`config.mk`:
```
export PLATFORM = sky130hd
export DESIGN_NAME = hs_mem_sdpram_rd_stream
export DESIGN_NICKNAME = d
export VERILOG_FILES = /design/src/rtl/hs_mem_sdpram_rd_pkg.sv /design/src/rtl/hs_mem_sdpram_rd_obuf.sv /design/src/rtl/hs_mem_sdpram_rd_stream.sv
export SDC_FILE = /design/constraint.sdc
export NUM_CORES = 1
export LEC_CHECK = 0
export BUFFER_PORTS_ARGS = -buffer_cell sky130_fd_sc_hd__buf_2
export CAP_MARGIN = 40
export CORE_ASPECT_RATIO = 0.8
export CORE_MARGIN = 2
export CORE_UTILIZATION = 54
export CTS_BUF_LIST = sky130_fd_sc_hd__clkbuf_16
export DETAILED_ROUTE_END_ITERATION = 10
export PLACE_DENSITY = 0.9
export SETUP_SLACK_MARGIN = 0.4
export SLEW_MARGIN = 15
export SYNTH_ARGS = -nofsm -noshare
export SYNTH_HDL_FRONTEND = slang
export SYNTH_HIERARCHICAL = 1
export SYNTH_SLANG_ARGS = --single-unit
export TNS_END_PERCENT = 10
```
`constraint.sdc`:
```
create_clock -name clk -period 2.6 [get_ports clk]
set_input_delay 0 -clock clk [delete_from_list [all_inputs] [get_ports clk]]
set_output_delay 0 -clock clk [all_outputs]
set_load 0.005 [all_outputs]
```
`src/rtl/hs_mem_sdpram_rd_pkg.sv`:
```
// Shared types and constants for the SDPRAM burst-read streamer.
// The output buffer depth of 3 covers the 2-cycle issue-to-visible delay plus one held beat.
package hs_mem_sdpram_rd_pkg;

    typedef enum logic [1:0] {
        ST_IDLE  = 2'd0,
        ST_ISSUE = 2'd1,
        ST_DRAIN = 2'd2
    } state_t;

    localparam int OBUF_DEPTH = 3;
    localparam int OBUF_PTR_W = 2;
    localparam int OBUF_CNT_W = 2;

    function automatic logic [OBUF_PTR_W-1:0] obuf_ptr_inc(input logic [OBUF_PTR_W-1:0] p);
        return (p == OBUF_PTR_W'(OBUF_DEPTH - 1)) ? '0 : p + OBUF_PTR_W'(1);
    endfunction

endpackage

```
`src/rtl/hs_mem_sdpram_rd_obuf.sv`:
```
// Three-entry in-order output buffer carrying data plus an end-of-burst flag.
// Storage is not reset; only the pointers and occupancy are.
module hs_mem_sdpram_rd_obuf
    import hs_mem_sdpram_rd_pkg::*;
#(
    parameter type DATA_TYPE = logic [7:0]
) (
    input  logic                  clk,
    input  logic                  rst_n,
    input  logic                  i_push,
    input  DATA_TYPE              i_data,
    input  logic                  i_last,
    input  logic                  i_pop,
    output logic                  o_valid,
    output DATA_TYPE              o_data,
    output logic                  o_last,
    output logic [OBUF_CNT_W-1:0] o_count
);

    DATA_TYPE              r_mem  [OBUF_DEPTH];
    logic                  r_last [OBUF_DEPTH];
    logic [OBUF_PTR_W-1:0] r_wr_ptr;
    logic [OBUF_PTR_W-1:0] r_rd_ptr;
    logic [OBUF_CNT_W-1:0] r_count;

    always_ff @(posedge clk or negedge rst_n) begin
        if (!rst_n) begin
            r_wr_ptr <= '0;
            r_rd_ptr <= '0;
            r_count  <= '0;
        end else begin
            if (i_push) r_wr_ptr <= obuf_ptr_inc(r_wr_ptr);
            if (i_pop)  r_rd_ptr <= obuf_ptr_inc(r_rd_ptr);
            case ({i_push, i_pop})
                2'b10:   r_count <= r_count + OBUF_CNT_W'(1);
                2'b01:   r_count <= r_count - OBUF_CNT_W'(1);
                default: r_count <= r_count;
            endcase
        end
    end

    always_ff @(posedge clk) begin
        if (i_push) begin
            r_mem[r_wr_ptr]  <= i_data;
            r_last[r_wr_ptr] <= i_last;
        end
    end

    assign o_valid = (r_count != '0);
    assign o_data  = r_mem[r_rd_ptr];
    assign o_last  = r_last[r_rd_ptr] & o_valid;
    assign o_count = r_count;

    // The issue throttle in the parent guarantees a free slot for every returning read.
    a_no_overflow: assert property (@(posedge clk) disable iff (!rst_n)
        !(i_push && !i_pop && (r_count == OBUF_CNT_W'(OBUF_DEPTH))));

endmodule

```
`src/rtl/hs_mem_sdpram_rd_stream.sv`:
```
// Turns (addr, len) burst commands into latency-1 SDPRAM reads and a valid/ready beat stream.
// Reads are throttled on buffer occupancy plus the read in flight, so m_ready never reaches ren.
module hs_mem_sdpram_rd_stream
    import hs_mem_sdpram_rd_pkg::*;
#(
    parameter type DATA_TYPE  = logic [7:0],
    parameter int  DATA_DEPTH = 16,
    localparam int ADDR_WIDTH = $clog2(DATA_DEPTH),
    localparam int LEN_WIDTH  = $clog2(DATA_DEPTH + 1)
) (
    input  logic                  clk,
    input  logic                  rst_n,
    input  logic                  cmd_valid,
    output logic                  cmd_ready,
    input  logic [ADDR_WIDTH-1:0] cmd_addr,
    input  logic [LEN_WIDTH-1:0]  cmd_len,
    output logic [ADDR_WIDTH-1:0] raddr,
    output logic                  ren,
    input  DATA_TYPE              rdata,
    output logic                  m_valid,
    input  logic                  m_ready,
    output DATA_TYPE              m_data,
    output logic                  m_last,
    output logic                  busy
);

    localparam logic [ADDR_WIDTH-1:0] ADDR_LAST = ADDR_WIDTH'(DATA_DEPTH - 1);
    localparam int                    OCC_W     = OBUF_CNT_W + 1;

    state_t                r_state;
    state_t                w_state_nxt;
    logic [ADDR_WIDTH-1:0] r_raddr;
    logic [LEN_WIDTH-1:0]  r_left;
    logic                  r_rd_pend;
    logic                  r_rd_last;
    logic [OBUF_CNT_W-1:0] w_count;
    logic [OCC_W-1:0]      w_occ;
    logic                  w_ren;
    logic                  w_accept;
    logic                  w_pop;
    logic                  w_final_issue;
    logic                  w_drain_done;

    assign w_occ         = OCC_W'(w_count) + OCC_W'(r_rd_pend);
    assign w_accept      = cmd_valid && (r_state == ST_IDLE) && (cmd_len != '0);
    assign w_pop         = m_valid && m_ready;
    assign w_final_issue = w_ren && (r_left == LEN_WIDTH'(1));
    // Leave DRAIN as soon as the buffer will be empty after this cycle's pop.
    assign w_drain_done  = !r_rd_pend &&
                           ((w_count == '0) || ((w_count == OBUF_CNT_W'(1)) && w_pop));

    always_ff @(posedge clk or negedge rst_n) begin
        if (!rst_n) r_state <= ST_IDLE;
        else        r_state <= w_state_nxt;
    end

    always_comb begin
        w_state_nxt = r_state;
        case (r_state)
            ST_IDLE:  if (w_accept)      w_state_nxt = ST_ISSUE;
            ST_ISSUE: if (w_final_issue) w_state_nxt = ST_DRAIN;
            ST_DRAIN: if (w_drain_done)  w_state_nxt = ST_IDLE;
            default:                     w_state_nxt = ST_IDLE;
        endcase
    end

    always_comb begin
        cmd_ready = (r_state == ST_IDLE);
        busy      = (r_state != ST_IDLE);
        w_ren     = (r_state == ST_ISSUE) && (w_occ < OCC_W'(OBUF_DEPTH));
    end

    always_ff @(posedge clk or negedge rst_n) begin
        if (!rst_n) begin
            r_raddr   <= '0;
            r_left    <= '0;
            r_rd_pend <= 1'b0;
            r_rd_last <= 1'b0;
        end else begin
            if (w_accept) begin
                r_raddr <= cmd_addr;
                r_left  <= cmd_len;
            end else if (w_ren) begin
                r_raddr <= (r_raddr == ADDR_LAST) ? '0 : r_raddr + ADDR_WIDTH'(1);
                r_left  <= r_left - LEN_WIDTH'(1);
            end
            r_rd_pend <= w_ren;
            r_rd_last <= w_final_issue;
        end
    end

    assign ren   = w_ren;
    assign raddr = r_raddr;

    hs_mem_sdpram_rd_obuf #(
        .DATA_TYPE (DATA_TYPE)
    ) u_obuf (
        .clk     (clk),
        .rst_n   (rst_n),
        .i_push  (r_rd_pend),
        .i_data  (rdata),
        .i_last  (r_rd_last),
        .i_pop   (w_pop),
        .o_valid (m_valid),
        .o_data  (m_data),
        .o_last  (m_last),
        .o_count (w_count)
    );

    a_cmd_addr_in_range: assert property (@(posedge clk) disable iff (!rst_n)
        (cmd_valid && cmd_ready) |-> (LEN_WIDTH'(cmd_addr) < LEN_WIDTH'(DATA_DEPTH)));

endmodule

```
### After elaboration in Yosys (flattened, before gate mapping)

Memory sizes are Yosys's and may differ from the RTL's.
Index checks and enable logic that the tools add are counted.

* add/sub/neg operators: 7
* order comparisons: 1
* equality and inequality tests: 12
* mux-type cells: 14
* bitwise operators: 1
* reduce and logical (&&, ||, !) cells: 17

Operator list (count)
* $mux W4: 3
* $mux W2: 5
* $mux W5: 2
* $eq A2 B2 Y1 const B: 4
* $reduce_bool A2 Y1: 4
* $logic_and A1 B1 Y1: 7
* $add A2 B1 Y2 const B: 3
* $eq A2 B1 Y1 const B: 3
* $pmux W2 S3: 1
* $eq A5 B1 Y1 const B: 1
* $reduce_bool A5 Y1: 1
* $sub A5 B1 Y5 const B: 1
* $add A4 B1 Y4 const B: 1
* $eq A4 B4 Y1 const B: 1
* $logic_not A2 Y1: 2
* $ne A2 B2 Y1 const B: 2
* $pmux W2 S2: 1
* $add A2 B1 Y3: 1
* $lt A3 B2 Y1 const B: 1
* $reduce_and A3 Y1: 1
* $mux W1: 2
* $ne A2 B1 Y1 const B: 1
* $sub A2 B1 Y2 const B: 1
* $and A1 B1 Y1: 1
* other kinds (2): 2

* register bits: 19
* memory bits (writable): 27
* input port bits: 21
* output and inout bits: 17
* word-level logic and storage cells: 62
* memories kept: 2

Memories
* u_obuf.r_mem: depth 3, width 8, rd ports 1, clocked after Yosys merged registers in 0, write ports 1, line hs_mem_sdpram_rd_obuf.sv:20 `DATA_TYPE r_mem [OBUF_DEPTH];`
* u_obuf.r_last: depth 3, width 1, rd ports 1, clocked after Yosys merged registers in 0, write ports 1, line hs_mem_sdpram_rd_obuf.sv:21 `logic r_last [OBUF_DEPTH];`

### Depth between registers and ports, before layout

Gate-level depths: netlist (run 1).

* word-level depth: 7
* gate-level depth with buffers: 8
* mapped depth without buffers: 7

### Cells and area by module

Netlist (run 1), hierarchy kept.

By module, submodules not included
* hs_mem_sdpram_rd_obuf: times used 1, cells each 81, area each 1278.7 µm², seq. area each 960.9 µm²
* hs_mem_sdpram_rd_stream: times used 1, cells each 73, area each 774.5 µm², seq. area each 325.3 µm²

### Worst setup path before layout (run 1)

OpenSTA, ideal clock, no wires.

* path kind: reg2reg
* from: register u_obuf.r_count[0], in the netlist u_obuf/o_count[0]
* to: register r_left[4]
* setup time: 126 ps
* data arrival time: 1806 ps
* required time: 2474 ps
* slack: 668 ps
* stages on the path, launching flop included: 9
* buffers on the path: 1
* clock period less this slack: 1932 ps
* cells stage by stage: dfrtp_1 > ha_1 > ha_1 > nand2_1 > or3b_1 > buf_6 > clkinv_4 > nor2_4 > a221o_1

* longest elaborated chain between the ends: 4

RTL lines
* from (decl): line hs_mem_sdpram_rd_obuf.sv:24 `logic [OBUF_CNT_W-1:0] r_count;`
* from (signal assigned): line hs_mem_sdpram_rd_obuf.sv:35 `2'b10: r_count <= r_count + OBUF_CNT_W'(1);`
* from (signal assigned): line hs_mem_sdpram_rd_obuf.sv:36 `2'b01: r_count <= r_count - OBUF_CNT_W'(1);`
* from (signal assigned): line hs_mem_sdpram_rd_obuf.sv:37 `default: r_count <= r_count;`
* $add A2 B1 Y3: line hs_mem_sdpram_rd_stream.sv:44 `assign w_occ = OCC_W'(w_count) + OCC_W'(r_rd_pend);`
* $lt A3 B2 Y1: line hs_mem_sdpram_rd_stream.sv:70 `w_ren = (r_state == ST_ISSUE) && (w_occ < OCC_W'(OBUF_DEPTH));`
* $logic_and A1 B1 Y1: line hs_mem_sdpram_rd_stream.sv:70
* via ren: line hs_mem_sdpram_rd_stream.sv:18 `output logic ren,`
* $reduce_bool A2 Y1 (no source line)
* to (signal assigned): line hs_mem_sdpram_rd_stream.sv:82 `r_left <= cmd_len;`
* to (signal assigned): line hs_mem_sdpram_rd_stream.sv:85 `r_left <= r_left - LEN_WIDTH'(1);`
* to (decl): line hs_mem_sdpram_rd_stream.sv:33 `logic [LEN_WIDTH-1:0] r_left;`

The timed path passes the listed nets, and every way through them passes these cells.
A chain may end at the register's enable or synchronous reset.

### Worst setup path in the final report (run 1)

* from: register u_obuf.r_count[0], in the netlist u_obuf/o_count[0]
* to: register r_left[2]

* longest elaborated chain between the ends: 4

RTL lines (line)
* $add A2 B1 Y3: hs_mem_sdpram_rd_stream.sv:44
* $lt A3 B2 Y1: hs_mem_sdpram_rd_stream.sv:70
* $logic_and A1 B1 Y1: hs_mem_sdpram_rd_stream.sv:70
* $reduce_bool A2 Y1 (no source line)

No other way between the ends.

==> reports/metrics.yaml, run 1 <==
startpoint_type: "flip-flop"
setup_violations: 0
p_leak_nw: 1.106
r2r_slack_ns: 0.56
dr_wl_met3_um: 159
hold_viol: 0
holdCritPathClass: "input port to flip-flop"
holdPathStages: 3
finalWirelength_um: 3853
r2r-start: "u_obuf/o_count[0]"
clock_skew_ns: 0.009498
p_sw_share_pct: 36.30
intPower_mw: 2.069
ioPinCount: 38
drive_gt1_share_pct: 27.44
pwr-share-comb_pct: 40.4
yosysTopAreaCell: "edfxtp_1"
start_util_pct: 55.07
tightest_slew_ns: 0.6071
required_ns: 2.76
dpl.hpwl_um: 2480
r2r-end: "r_left[2]"
yosys_warnings: 6
vias_per_cell: 5.328
grtUsageTotal_pct: 19.73
clk-insertion-delay-late_ns: 0.29
cts.clk_slew.worst_paths_ns: 0.06
yosysSeqAreaShare_pct: 62.64
wire_per_inst_um: 14.88
placed_cell_area_sq_um: 2281
htreeDepth: 2
coreArea_sq_um: 3729
cts_root_buffer: "clkbuf_16"
power_density_nw_per_um2: 1251
grt_setup_unrepaired: "false"
maxCapViolations: 0
ys.flop_type: "edfxtp_1"
cp-end-kind: "flip-flop"
dr.pass1.iters: 4
final_area_sq_um: 2597
fp.dieW_um: 72.94
vias: 1380
fmax_ghz: 0.4897
syn2layout_area_growth_pct: 26.51
seq_power_share_pct: 40.6
max_slew_margin_pct: 59.53
rr_worst_depth: 7
synth_edf_count: 27
cts_tree: "built"
ant_nets: 0
synth_top_area_share_pct: 39.49
drtIter0Drc: 165
hold-path-endpoint: "raddr[1]"
port_buffers: 37
grt_overflow: 0
antenna_found_initial: 0
cts_buffers: 5
worstPathArrival_ns: 2.21
place_congestion: 0.8028
grt_pass1_wl_um: 6203
dieHeight_um: 59.15
worstHoldStart: "cmd_addr[1]"
cp_max_fo: 9
grt_max_degree: 20
ys_ff_latch: 46
ir_drop_mv: 0.7119
drc: 0
outcome: "finished clean"
fin_crit_ns: 2.042
setup_tns_ns: 0
clk_path_buf_depth: 2
ys_top_cells_by_area: "edfxtp_1 (39%), dfrtp_1 (23%), mux2i_1 (4.4%)"
dieArea_sq_um: 4314
met1_length_um: 1719
rows: 20
avgSynthCellArea_sq_um: 13.33
p_sw_mw: 1.179
synthArstFlopShare_pct: 41.30
syn_nets: 181
synthCells: 154
post_cts_buffers: 0
grt_pass1_vias: 1288
clockPowerShare_pct: 19.0
top_layer: "met4"
period_share_pct: 78.55
synth.cell_area_sq_um: 2053
antenna_cells: 0
cts_sinks: 46
nets: 241
finalMaxSlewViolations: 0
critPathKind: "flip-flop to flip-flop"
ys_types: 40
dr_wl_met2_um: 1911
## cell usage after synthesis, types with 2 or more instances
library cell and n:
nand2b_1 2, xnor2_1 5, o21ai_0 6, buf_6 2, edfxtp_1 27, ha_1 6, nor2_1 10, o21ai_1 10
inv_1 8, mux2i_1 9, nor3b_1 2, nand2_1 13, a21o_1 3, dfrtp_1 19, a31oi_1 2, a221o_1 5
a21oi_1 2
## state kept, by name, summed over array words and instances (netlist names)
register         count
r_left               5
r_rd_last            1
r_rd_pend            1
r_state              2
raddr                4
u_obuf/o_count       2
u_obuf/r_last        3
u_obuf/r_mem        24
u_obuf/r_rd_ptr      2
u_obuf/r_wr_ptr      2
## area by class of cell
type / instances / area, sq um
Inverter: 9 / 38.79
Sequential cell: 46 / 1286
Fill cell: 263 / 1131
Timing Repair Buffer: 57 / 375.4
Clock buffer: 5 / 125.1
Multi-Input combinational cell: 95 / 695.7
Tap cell: 44 / 55.05
Clock inverter: 3 / 21.27
## logic make-up (layout without fill, tap and decap cells)
group | after synthesis | after routing | share of synthesized area, %
muxes | 10 | 10 | 5.119
AOI/OAI and AO/OA | 34 | 34 | 11.33
buffers and inverters | 13 | 74 | 3.595
xor gates and xnor gates | 6 | 6 | 2.559
and+or+nand+nor | 39 | 39 | 11.09
adders and majority gates | 6 | 6 | 3.656
DFF | 46 | 46 | 62.65
## how the worst max path moves through the flow
stage	from	endpoint	slack, ns
CTS	u_obuf/o_count[0]	r_left[2]	0.43
finish	u_obuf/o_count[0]	r_left[2]	0.56
detailed placement	u_obuf/o_count[0]	raddr[3]	0.44
global route	u_obuf/o_count[0]	r_left[2]	0.50
floorplan	u_obuf/o_count[0]	r_left[4]	0.67
global placement	u_obuf/o_count[0]	r_left[4]	0.51
## layer usage
layer	vias to the layer above	track usage, %
met3	8	4.592
met2	32	32.86
met4	0	7.937
li1	682	-
met1	658	25.23
met5	-	0
## worst max-delay path, cell delays in order, from the launching register on
cell and delay [ns]:
dfrtp_1 0.45, ha_1 0.22, ha_1 0.26, nand2_1 0.08, or3b_4 0.46, clkinv_4 0.11
nor2_4 0.05, a221o_1 0.29
## power groups by stage
| stage | Sequential [mW] | Combinational [mW] | Clock [mW] |
|---|---|---|---|
| 3_3_place_gp | 1.31 | 1.22 | 0 |
| 3_5_place_dp | 1.33 | 1.26 | 0 |
| 2_1_floorplan | 1.22 | 1.01 | 0 |
| 4_1_cts | 1.31 | 1.29 | 0.630 |
| 5_1_grt | 1.35 | 1.46 | 0.658 |
| 6_report | 1.32 | 1.31 | 0.618 |
## per-stage QoR
| stage | setup slack [ns] | cells | hold slack (ns) | utilization, % | power, mW |
|---|---|---|---|---|---|
| 6_report | 0.5578 | 259 | 0.006595 | 69.66 | 3.248 |
| 5_1_grt | 0.4985 | 259 | 0.01985 | 69.66 | 3.476 |
| 4_1_cts | 0.4258 | 258 | 0.002809 | 69.40 | 3.229 |
| 3_5_place_dp | 0.4388 | 234 | -0.04042 | 61.17 | 2.590 |
| 3_3_place_gp | 0.5122 | 234 | -0.03941 | 61.17 | 2.536 |
| 2_1_floorplan | 0.6683 | 154 | -0.2956 | - | 2.238 |
## repair_timing
| action | in CTS | in global routing |
|---|---|---|
| endpoints found under the hold margin | 50 | 0 |
| endpoints found under the setup margin | 0 | 8 |
| gates resized for setup | 0 | 1 |
| hold buffers | 16 | 0 |
## cell usage in the layout, fill, tap and decap left out, types with 2 or more instances in the layout
| master | instances |
|---|---|
| buf_2 | 37 |
| edfxtp_1 | 27 |
| dfrtp_1 | 19 |
| dlygate4sd3_1 | 16 |
| nand2_1 | 13 |
| nor2_1 | 10 |
| o21ai_1 | 10 |
| mux2i_1 | 9 |
| inv_1 | 8 |
| o21ai_0 | 6 |
| ha_1 | 6 |
| xnor2_1 | 5 |
| a221o_1 | 5 |
| clkbuf_16 | 5 |
| buf_4 | 4 |
| a21o_1 | 3 |
| nand2b_1 | 2 |
| clkinv_4 | 2 |
| a21oi_1 | 2 |
| nor3b_1 | 2 |
| a31oi_1 | 2 |
(Power assumes the default switching activity.)
==> inputs of run 2 (changes only) <==
ABC_AREA = 1   (was unset)
CORE_UTILIZATION = 49   (was 54)
PLACE_DENSITY = 0.86   (was 0.9)
clock period = 1.8 ns   (was 2.6 ns; I/O delays follow)
==> run 2 against run 1 <==
Utilization fell by 3.8 points. Highest routed layer unchanged. Via count rose by 17%. Clock-buffer cell count did not move. Critical endpoint is now ren. Die area rose by 13%.
==> reports/metrics.yaml, run 2 <==
hold_viol: 0
finalMaxSlewViolations: 0
antenna_found_initial: 0
largest_reg_flops: 24
final_common_cell: "nand2_1"
yosysSeqAreaShare_pct: 60.68
multi_input_area_sq_um: 779.5
grt_pass1_vias: 1657
ys_types: 24
dr_wl_met2_um: 2079
wire_per_inst_um: 12.21
synth_edf_count: 27
cts_tree: "built"
dpl.hpwl_um: 2759
grt_pass1_wl_um: 7189
antenna_cells: 0
cts_root_buffer: "clkbuf_16"
worstHoldStart: "cmd_addr[1]"
max_slew_margin_pct: 70.04
clk-insertion-delay-late_ns: 0.28
cp-end-kind: "output port"
ant_nets: 0
drive_gt1_share_pct: 27.27
dieHeight_um: 62.83
yosys_warnings: 6
top_register: "u_obuf/r_mem"
holdCritPathClass: "input port to flip-flop"
grt_overflow: 0
cp_max_fo: 8
fp.dieW_um: 77.53
worstPathArrival_ns: 1.51
rows: 21
critical_path.startpoint: "r_rd_pend"
fmax_ghz: 0.6640
vias: 1614
synth.cell_area_sq_um: 2120
critPathKind: "flip-flop to output port"
maxCapViolations: 0
setup_tns_ns: 0
synth_common_cells: "nand2_1 (68), nand3_1 (30), edfxtp_1 (27), inv_1 (27), dfrtp_1 (19)"
drc: 0
rr_worst_depth: 10
clk_path_buf_depth: 2
synth_top_area_share_pct: 38.25
ys.flop_type: "edfxtp_1"
synthArstFlopShare_pct: 41.30
grt_setup_unrepaired: "true"
start_util_pct: 50.73
avgSynthCellArea_sq_um: 9.951
cts.clk_slew.worst_paths_ns: 0.06
placed_cell_area_sq_um: 2381
setup_violations: 0
layout_common_cells: "nand2_1 (65), buf_2 (37), nand3_1 (30)"
ys_ff_latch: 46
outcome: "finished clean"
yosysMostFrequentCell: "nand2_1"
p_leak_nw: 1.280
r2r-end: "raddr[1]"
met1_length_um: 1760
seq_area_sq_um: 1289
coreArea_sq_um: 4178
finalWirelength_um: 4055
final_area_sq_um: 2750
r2r_slack_ns: 0.30
top_layer: "met4"
port_buffers: 37
ys_top_cells_by_area: "edfxtp_1 (38%), dfrtp_1 (22%), nand2_1 (12%)"
syn_nets: 240
utilization_pct: 65.83
yosysTopAreaCell: "edfxtp_1"
fin_crit_ns: 1.506
ioPinCount: 38
nets: 301
grtUsageTotal_pct: 18.96
required_ns: 1.80
drtIter0Drc: 157
cts_sinks: 46
ir_drop_mv: 1.060
synthCells: 213
period_share_pct: 83.67
dr.pass1.iters: 4
vias_per_cell: 4.861
crit_end: "ren"
place_congestion: 0.8284
clock_skew_ns: 0.005108
power_density_nw_per_um2: 1845
dieArea_sq_um: 4871
startpoint_type: "flip-flop"
tightest_slew_ns: 0.4480
stdcell_count: 332
cts_buffers: 5
dp_cells: 307
r2r-start: "r_rd_pend"
dr_wl_met3_um: 161
htreeDepth: 2
syn2layout_area_growth_pct: 29.75
grt_max_degree: 20
fillers: 316
-- run 2: area by class of cell --
cell class              count  share of cell area [%]
multi-input cells         136                   28.34
clock inverters             3                  0.4550
inverters                  30                   4.277
flip-flops and latches     46                   46.86
repair buffers             55                   12.92
clock buffers               5                   4.550
well taps                  57                   2.593
-- run 2: power by group --
group          leakage (nW)  total [mW]  switching [mW]  internal (mW)
clock                0.0724       0.838           0.338          0.501
combinational         0.724        2.42            1.36           1.06
sequential            0.483        1.82           0.287           1.53
total                  1.28        5.07            1.98           3.09
-- run 2: metrics by stage --
| step | hold slack [ns] | worst slack (ns) | power [mW] |
|---|---|---|---|
| final | 0.03688 | 0.2940 | 5.075 |
| after global routing | 0.06159 | 0.2393 | 5.516 |
| after CTS | 0.04041 | 0.2778 | 4.997 |
| after detailed placement | -0.03258 | 0.1710 | 3.801 |
| after global placement | -0.03691 | 0.2514 | 3.720 |
| after floorplan | -0.2956 | 0.3194 | 3.179 |
-- run 2: timing repair --
action,CTS,global route
pin swaps,3,1
hold buffers,11,0
resized for setup,12,7
endpoints found under the hold margin,45,0
buffers inserted,6,0
setup endpoints to repair,24,21
cloned,0,0
-- run 2: layer usage --
layer / up-vias / GRT usage, %
met4: 0 / 7.366
li1: 813 / -
met2: 30 / 33.15
met5: - / 0
met1: 765 / 22.19
met3: 6 / 5.202
-- run 2: critical path: stages, from the launching register on --
cell,delay (ns)
dfrtp_2,0.43
ha_4,0.17
ha_4,0.21
nand2_4,0.06
nand3b_4,0.16
inv_4,0.09
buf_2,0.11
-- run 2: logic make-up after synthesis --
kind of cell	Yosys count	synth area share, %
xor gates and xnor gates	5	2.066
AOI/OAI and AO/OA	8	1.889
and+or+nand+nor	117	26.03
adders and majority gates	6	3.542
buffers and inverters	31	5.786
DFF	46	60.69
-- run 2: worst min path at each step --
stage / endpoint / slack [ns] / cells past startpoint
finish: raddr[1] / 0.04 / 5
global route: raddr[1] / 0.06 / 5
detailed placement: raddr[3] / -0.03 / 1
global placement: raddr[3] / -0.04 / 1
floorplan: r_left[0] / -0.30 / 0
CTS: raddr[1] / 0.04 / 5
